==> src/rtl/branch_predictor_btb_if.sv <==
// Fetch/decode-side signal bundle between the MIPS pipeline and the BTB predictor.
// The pipeline (master) drives the fetch PC and the decode-stage resolution;
// the predictor (slave) returns the prediction, the flush request and counters.
interface branch_predictor_btb_if;
  logic [31:0] PCF;
  logic        StallD;
  logic        FlushD;
  logic        BranchD;
  logic        TakenD;
  logic [31:0] BranchTargetD;
  logic        HitF;
  logic        PredTakenF;
  logic [31:0] PredPCF;
  logic        flushbp;
  logic [31:0] RedirectPCD;
  logic [31:0] BranchCount;
  logic [31:0] MispredCount;

  modport master (
    output PCF, StallD, FlushD, BranchD, TakenD, BranchTargetD,
    input  HitF, PredTakenF, PredPCF, flushbp, RedirectPCD, BranchCount, MispredCount
  );

  modport slave (
    input  PCF, StallD, FlushD, BranchD, TakenD, BranchTargetD,
    output HitF, PredTakenF, PredPCF, flushbp, RedirectPCD, BranchCount, MispredCount
  );
endinterface

==> src/rtl/branch_predictor_btb.sv <==
// Direct-mapped branch-target buffer with per-entry saturating counters.
// Fetch looks up combinationally; decode resolves one cycle later, updates the
// entry and, on a wrong guess, raises flushbp with the corrected fetch PC.
module branch_predictor_btb #(
  parameter int IDX_W    = 5,
  parameter int CTR_W    = 2,
  parameter int INIT_CTR = 2 ** (CTR_W - 1)
) (
  input logic                  clk,
  input logic                  reset,
  branch_predictor_btb_if.slave bp
);

  localparam int ENTRIES = 2 ** IDX_W;
  localparam int TAG_W   = 30 - IDX_W;

  localparam logic [CTR_W-1:0] CTR_MAX  = '1;
  localparam logic [CTR_W-1:0] CTR_ZERO = '0;
  localparam logic [CTR_W-1:0] CTR_ONE  = CTR_W'(1);
  localparam logic [CTR_W-1:0] CTR_INIT = CTR_W'(INIT_CTR);

  // Table storage: kept in flops because the lookup must be same-cycle.
  logic [ENTRIES-1:0] valid_q;
  logic [TAG_W-1:0]   tag_q    [ENTRIES];
  logic [31:0]        target_q [ENTRIES];
  logic [CTR_W-1:0]   ctr_q    [ENTRIES];

  // Fetch -> decode register.
  logic        vd_q,      vd_d;
  logic [31:0] pcd_q,     pcd_d;
  logic        predd_q,   predd_d;
  logic [31:0] predpcd_q, predpcd_d;

  // Performance counters.
  logic [31:0] branch_cnt_q,  branch_cnt_d;
  logic [31:0] mispred_cnt_q, mispred_cnt_d;

  // ---------------------------------------------------------------- fetch lookup
  logic [IDX_W-1:0] idx_f;
  logic [TAG_W-1:0] tag_f;
  logic             hit_f;
  logic             pred_taken_f;
  logic [31:0]      pred_pc_f;

  assign idx_f        = bp.PCF[IDX_W+1:2];
  assign tag_f        = bp.PCF[31:IDX_W+2];
  assign hit_f        = valid_q[idx_f] && (tag_q[idx_f] == tag_f);
  assign pred_taken_f = hit_f && ctr_q[idx_f][CTR_W-1];
  assign pred_pc_f    = pred_taken_f ? target_q[idx_f] : (bp.PCF + 32'd4);

  assign bp.HitF       = hit_f;
  assign bp.PredTakenF = pred_taken_f;
  assign bp.PredPCF    = pred_pc_f;

  // ---------------------------------------------------------------- decode resolve
  // A pending resolution is discarded while reset is asserted.
  logic             res;
  logic [IDX_W-1:0] idx_dec;
  logic [TAG_W-1:0] tag_dec;
  logic             hit_dec;
  logic [CTR_W-1:0] ctr_dec;

  assign res     = vd_q && !bp.StallD && !reset;
  assign idx_dec = pcd_q[IDX_W+1:2];
  assign tag_dec = pcd_q[31:IDX_W+2];
  assign hit_dec = valid_q[idx_dec] && (tag_q[idx_dec] == tag_dec);
  assign ctr_dec = ctr_q[idx_dec];

  // One-hot select of the entry addressed by the decode PC.
  logic [ENTRIES-1:0] sel_dec;
  genvar gi;
  generate
    for (gi = 0; gi < ENTRIES; gi++) begin : g_sel
      assign sel_dec[gi] = (idx_dec == IDX_W'(gi));
    end
  endgenerate

  // Misprediction detection and redirect target.
  logic        flush;
  logic [31:0] redirect_pc;

  always_comb begin
    flush       = 1'b0;
    redirect_pc = 32'd0;
    if (res) begin
      if (bp.BranchD && bp.TakenD && (!predd_q || (predpcd_q != bp.BranchTargetD))) begin
        flush       = 1'b1;
        redirect_pc = bp.BranchTargetD;
      end else if (bp.BranchD && !bp.TakenD && predd_q) begin
        flush       = 1'b1;
        redirect_pc = pcd_q + 32'd4;
      end else if (!bp.BranchD && predd_q) begin
        // Non-branch predicted taken: aliased or stale entry.
        flush       = 1'b1;
        redirect_pc = pcd_q + 32'd4;
      end
    end
  end

  assign bp.flushbp     = flush;
  assign bp.RedirectPCD = redirect_pc;

  // Table write for the entry at the decode index (counter train, allocate, invalidate).
  logic             wr_en;
  logic             wr_valid;
  logic [TAG_W-1:0] wr_tag;
  logic [31:0]      wr_target;
  logic [CTR_W-1:0] wr_ctr;

  always_comb begin
    wr_en     = 1'b0;
    wr_valid  = valid_q[idx_dec];
    wr_tag    = tag_q[idx_dec];
    wr_target = target_q[idx_dec];
    wr_ctr    = ctr_dec;
    if (res) begin
      if (bp.BranchD) begin
        if (hit_dec) begin
          wr_en = 1'b1;
          if (bp.TakenD) begin
            wr_ctr    = (ctr_dec == CTR_MAX) ? ctr_dec : (ctr_dec + CTR_ONE);
            wr_target = bp.BranchTargetD;
          end else begin
            wr_ctr = (ctr_dec == CTR_ZERO) ? ctr_dec : (ctr_dec - CTR_ONE);
          end
        end else if (bp.TakenD) begin
          wr_en     = 1'b1;
          wr_valid  = 1'b1;
          wr_tag    = tag_dec;
          wr_target = bp.BranchTargetD;
          wr_ctr    = CTR_INIT;
        end
      end else if (predd_q && hit_dec) begin
        wr_en    = 1'b1;
        wr_valid = 1'b0;
      end
    end
  end

  // Table state register: cleared on reset, otherwise written at the selected entry.
  always_ff @(posedge clk) begin
    if (reset) begin
      valid_q <= '0;
      for (int i = 0; i < ENTRIES; i++) begin
        tag_q[i]    <= '0;
        target_q[i] <= '0;
        ctr_q[i]    <= CTR_INIT;
      end
    end else begin
      for (int i = 0; i < ENTRIES; i++) begin
        if (wr_en && sel_dec[i]) begin
          valid_q[i]  <= wr_valid;
          tag_q[i]    <= wr_tag;
          target_q[i] <= wr_target;
          ctr_q[i]    <= wr_ctr;
        end
      end
    end
  end

  // Next-state for the decode register and the performance counters.
  always_comb begin
    vd_d          = vd_q;
    pcd_d         = pcd_q;
    predd_d       = predd_q;
    predpcd_d     = predpcd_q;
    branch_cnt_d  = branch_cnt_q;
    mispred_cnt_d = mispred_cnt_q;
    if (bp.FlushD) begin
      vd_d = 1'b0;
    end else if (!bp.StallD) begin
      vd_d      = 1'b1;
      pcd_d     = bp.PCF;
      predd_d   = pred_taken_f;
      predpcd_d = pred_pc_f;
    end
    if (res && bp.BranchD) begin
      branch_cnt_d = branch_cnt_q + 32'd1;
    end
    if (flush) begin
      mispred_cnt_d = mispred_cnt_q + 32'd1;
    end
  end

  // Decode register and counter state.
  always_ff @(posedge clk) begin
    if (reset) begin
      vd_q          <= 1'b0;
      pcd_q         <= '0;
      predd_q       <= 1'b0;
      predpcd_q     <= '0;
      branch_cnt_q  <= '0;
      mispred_cnt_q <= '0;
    end else begin
      vd_q          <= vd_d;
      pcd_q         <= pcd_d;
      predd_q       <= predd_d;
      predpcd_q     <= predpcd_d;
      branch_cnt_q  <= branch_cnt_d;
      mispred_cnt_q <= mispred_cnt_d;
    end
  end

  assign bp.BranchCount  = branch_cnt_q;
  assign bp.MispredCount = mispred_cnt_q;

endmodule

==> src/flat_wrapper.sv <==
// flat-port wrapper written by rule: the top's interface ports become plain ports
module branch_predictor_btb_flat 
#(
  parameter int IDX_W    = 5,
  parameter int CTR_W    = 2,
  parameter int INIT_CTR = 2 ** (CTR_W - 1)
)
  (clk, reset, bp_PCF, bp_StallD, bp_FlushD, bp_BranchD, bp_TakenD, bp_BranchTargetD, bp_HitF, bp_PredTakenF, bp_PredPCF, bp_flushbp, bp_RedirectPCD, bp_BranchCount, bp_MispredCount);
  branch_predictor_btb_if bp_i ();
  input logic clk;
  input logic reset;
  input wire logic [$bits(bp_i.PCF)-1:0] bp_PCF;
  input wire logic [$bits(bp_i.StallD)-1:0] bp_StallD;
  input wire logic [$bits(bp_i.FlushD)-1:0] bp_FlushD;
  input wire logic [$bits(bp_i.BranchD)-1:0] bp_BranchD;
  input wire logic [$bits(bp_i.TakenD)-1:0] bp_TakenD;
  input wire logic [$bits(bp_i.BranchTargetD)-1:0] bp_BranchTargetD;
  output wire logic [$bits(bp_i.HitF)-1:0] bp_HitF;
  output wire logic [$bits(bp_i.PredTakenF)-1:0] bp_PredTakenF;
  output wire logic [$bits(bp_i.PredPCF)-1:0] bp_PredPCF;
  output wire logic [$bits(bp_i.flushbp)-1:0] bp_flushbp;
  output wire logic [$bits(bp_i.RedirectPCD)-1:0] bp_RedirectPCD;
  output wire logic [$bits(bp_i.BranchCount)-1:0] bp_BranchCount;
  output wire logic [$bits(bp_i.MispredCount)-1:0] bp_MispredCount;
  assign bp_i.PCF = bp_PCF;
  assign bp_i.StallD = bp_StallD;
  assign bp_i.FlushD = bp_FlushD;
  assign bp_i.BranchD = bp_BranchD;
  assign bp_i.TakenD = bp_TakenD;
  assign bp_i.BranchTargetD = bp_BranchTargetD;
  assign bp_HitF = bp_i.HitF;
  assign bp_PredTakenF = bp_i.PredTakenF;
  assign bp_PredPCF = bp_i.PredPCF;
  assign bp_flushbp = bp_i.flushbp;
  assign bp_RedirectPCD = bp_i.RedirectPCD;
  assign bp_BranchCount = bp_i.BranchCount;
  assign bp_MispredCount = bp_i.MispredCount;
  branch_predictor_btb #(.IDX_W(IDX_W), .CTR_W(CTR_W), .INIT_CTR(INIT_CTR)) u_core (.clk(clk), .reset(reset), .bp(bp_i));
endmodule
==> config.mk <==
export PLATFORM = sky130hd
export DESIGN_NAME = branch_predictor_btb_flat
export DESIGN_NICKNAME = d
export VERILOG_FILES = /design/src/rtl/branch_predictor_btb_if.sv /design/src/rtl/branch_predictor_btb.sv /design/src/flat_wrapper.sv
export SDC_FILE = /design/constraint.sdc
export NUM_CORES = 2
export LEC_CHECK = 0
export CAP_MARGIN = 20
export CORE_UTILIZATION = 45
export CTS_CLUSTER_SIZE = 25
export DETAILED_ROUTE_END_ITERATION = 10
export REMOVE_ABC_BUFFERS = 1
export SLEW_MARGIN = 15
export SYNTH_ARGS = -nofsm -noshare
export SYNTH_HDL_FRONTEND = slang
export SYNTH_SLANG_ARGS = --single-unit
==> constraint.sdc <==
create_clock -name clk -period 10.9 [get_ports clk]
set_input_delay 1.09 -clock clk [delete_from_list [all_inputs] [get_ports clk]]
set_output_delay 1.09 -clock clk [all_outputs]
set_load 0.02 [all_outputs]
==> results.py <==
metrics = {
    "sta": {
        "timing.slew.headroom_pct": 15.3,
        "period_share_pct": 76.6,
        "fmax_mhz": 120,
        "worst_clock_skew_ns": 0.0618,
        "slew_viol_final": 0,
        "worst_slew_pin_slew_ns": 1.27,
        "setup_tns_ns": 0,
        "hold_violations": 0,
        "layout_setup_ws_ns": 2.55,
        "setup_viol_count_final": 0,
        "rsz0062_at_grt": "no",
        "period_needed_ns": 8.35,
    },
    "clock_tree": {
        "clock_sinks": 2055,
        "clockRootBuffer": "clkbuf_16",
        "postCtsSetupRepairBufs": 0,
        "cts_made_buffers": 221,
        "holdBufCountCts": 0,
        "clockBufferDepth": 3,
        "clkTransAtPathRegs_ns": 0.06,
        "cts_tree": "done",
        "htreeDepth": 4,
        "clkLatencyLatePin_ns": 0.92,
        "post_cts_resized": 0,
    },
    "global_route": {
        "grt_start_max_net_pins": 110,
        "antenna_found_initial": 7,
        "grt_pass1_vias": 65400,
        "grt_overflow": 0,
        "track_usage_pct": 33.4,
        "grt_pass1_wl_mm": 526,
    },
    "status": {
        "status": "complete, no violations",
    },
    "routing": {
        "drt_iter0_drc": 11300,
        "wl_mm": 383,
        "drc": 0,
        "ant_nets": 0,
        "wl_per_cell_um": 39.4,
        "vias": 67400,
        "dr.pass1.iters": 7,
        "via_per_inst": 6.93,
    },
    "placement": {
        "dp_slack_ns": 2.87,
        "dp_hpwl_mm": 224,
        "portBuffers": 200,
        "place_congestion": 0.937,
        "dp_cells": 9317,
    },
    "cells_and_area": {
        "fillCellCount": 18300,
        "final_cell_mix": "edfxtp_1, nor2_1, mux4_2",
        "final_core_util_pct": 51.0,
        "finalNetCount": 6627,
        "final_cell_count_no_fill": 9737,
        "area_growth_pct": 12.8,
        "final_layout_size_suffix_gt1_share_pct": 25.3,
        "final_common_cell": "edfxtp_1",
    },
    "worst_setup_path": {
        "critPathLaunchType": "input port",
        "cp_data_arrival_time_ns": 7.26,
        "crit_chain": "buf_8 > and2_2 > buf_4 > a221oi_1 > o21ai_0 > nand4_1 > xnor2_1 > nand2_1 > nor4_1 > nand4_1 > buf_4 > mux2i_1 > mux2_2 > nor2_1 > clkdlybuf4s50_1",
        "max_stage_delay_ns": 0.80,
        "crit_path_max_fanout": 67,
        "cp.required_ns": 9.81,
        "worstSetupPathType": "in -> out",
        "crit_path_end_kind": "output port",
        "critical_path.slowest_cell": "and2_2",
    },
    "die": {
        "die_area_sq_um": 228000,
        "die-width_um": 477,
        "start_util_pct": 45.2,
        "rows": 174,
        "die_y_um": 477,
        "ioPinCount": 201,
        "core-area_sq_um": 224000,
    },
    "synth": {
        "synth_seq_area_share_pct": 59.1,
        "avgSynthCellArea_sq_um": 15.7,
        "syn_inst": 6480,
        "syn_area_sq_um": 102000,
        "yosys_warnings": 0,
        "ys_seq_elements": 2055,
        "synthArstFlopShare_pct": 0,
        "synth_edf_count": 1888,
        "synthDistinctLibCells": 71,
        "yosys_most_used_dff": "edfxtp_1",
    },
    "power": {
        "p_leak_uw": 0.0384,
        "p_per_area_nw_per_um2": 167,
        "ir_worst_vdd_uv": 187,
    },
    "min_path": {
        "hold_path.class": "reg -> reg",
    },
    "flow_run": {
        "drv_cap": 0,
    },
}
## final cells by class
type,instances,area (sq um),share of cell area [%]
Tap cell,2992,3740,3.27
Sequential cell,2055,60100,52.4
Inverter,42,165,0.144
Multi-Input combinational cell,3806,39500,34.4
Clock buffer,278,5820,5.08
Antenna cell,6,15.0,0.0131
Clock inverter,136,1370,1.19
Timing Repair Buffer,422,3950,3.45
## power breakdown
part | leakage [uW] | internal (uW) | total (uW) | switching, uW
sequential | 0.0207 | 9060 | 9280 | 226
clock | 0.00352 | 4300 | 7640 | 3330
combinational | 0.0142 | 847 | 2260 | 1410
total | 0.0384 | 14200 | 19200 | 4970
## synthesized netlist by cell type, types with 4 or more instances
cell	instances	area, sq um
and4_1	8	70.1
nand3_2	4	40.0
a22oi_1	118	886
mux4_2	1042	23500
mux2i_2	5	68.8
nor2b_1	14	87.6
nand3_1	108	541
buf_2	111	556
o22ai_1	25	156
edfxtp_1	1888	56700
nand2b_1	21	131
buf_4	24	180
nand2_1	281	1050
and3_1	21	131
xor2_1	65	569
inv_1	41	154
or3_1	23	144
dfxtp_1	167	3340
buf_1	88	330
o31ai_1	11	82.6
nor4_1	22	138
o21ai_0	51	255
xnor2_1	110	963
a31oi_1	4	25.0
mux2_4	7	105
o21ai_1	51	255
o32ai_1	4	35.0
nor2_1	1230	4620
nand4_1	42	263
a22o_1	4	35.0
a221oi_1	5	43.8
and2_1	9	56.3
buf_6	10	113
a21oi_1	103	515
nor3_1	17	85.1
mux2i_1	318	3180
mux2_2	21	236
clkbuf_1	343	1290
ha_1	9	113
or2_2	4	25.0
## critical path: cells and delay by family
| family | cells | cell delay (ns) |
|---|---|---|
| buffers and inverters | 4 | 2.27 |
| muxes | 2 | 0.58 |
| AOI/OAI and AO/OA | 2 | 0.39 |
| and+or+nand+nor | 6 | 1.94 |
| xor gates and xnor gates | 1 | 0.76 |
## registers in the layout, indices dropped and copies added (netlist names), named ones only
signal                  count
u_core.target_q          1024
u_core.predpcd_q           32
u_core.bp.MispredCount     32
u_core.pcd_q               32
u_core.predd_q              1
u_core.valid_q             32
u_core.tag_q              800
u_core.ctr_q               64
u_core.bp.BranchCount      32
u_core.vd_q                 1
## logic make-up (layout without fill, tap and decap cells)
group | after synthesis | in the layout | synth area share (%)
mux | 1396 | 1396 | 26.7
flops | 2055 | 2055 | 59.1
simple gates | 1821 | 1821 | 7.43
xor+xnor | 175 | 175 | 1.51
fa+ha+maj | 10 | 10 | 0.121
other cells | 0 | 6 | 0
compound gates | 404 | 404 | 2.50
buf+inv | 619 | 878 | 2.59
## path summary, 6_finish.rpt
| check | start | to | slack, ns | depth (start not counted) |
|---|---|---|---|---|
| max | bp_PCF[2] | bp_PredPCF[7] | 2.55 | 15 |
| min | u_core.pcd_q[1] | u_core.pcd_q[1] | 0.46 | 2 |
| max reg2reg | flip-flop | u_core.target_q[9][13] | 2.93 | 12 |
| min reg2reg | u_core.pcd_q[1] | u_core.pcd_q[1] | 0.46 | 2 |
## through the flow
| step | cell area [sq um] | hold WS, ns | total power [uW] |
|---|---|---|---|
| floorplan | 99100 | 0.430 | 10800 |
| global placement | 107000 | 0.443 | 11600 |
| detailed placement | 107000 | 0.447 | 11600 |
| CTS | 115000 | 0.455 | 19100 |
| global route | 115000 | 0.480 | 19600 |
| finish | 115000 | 0.456 | 19200 |
## layer usage
| layer | part of all wire [%] | up-vias | track usage (%) |
|---|---|---|---|
| li1 | - | 25700 | - |
| met1 | 35 | 35200 | 43.9 |
| met4 | 7.1 | 6 | 20.0 |
| met2 | 45 | 5433 | 49.7 |
| met3 | 13 | 1108 | 9.10 |
| met5 | 0.0063 | - | 0 |
No activity file was read; power rests on OpenSTA's default activity.
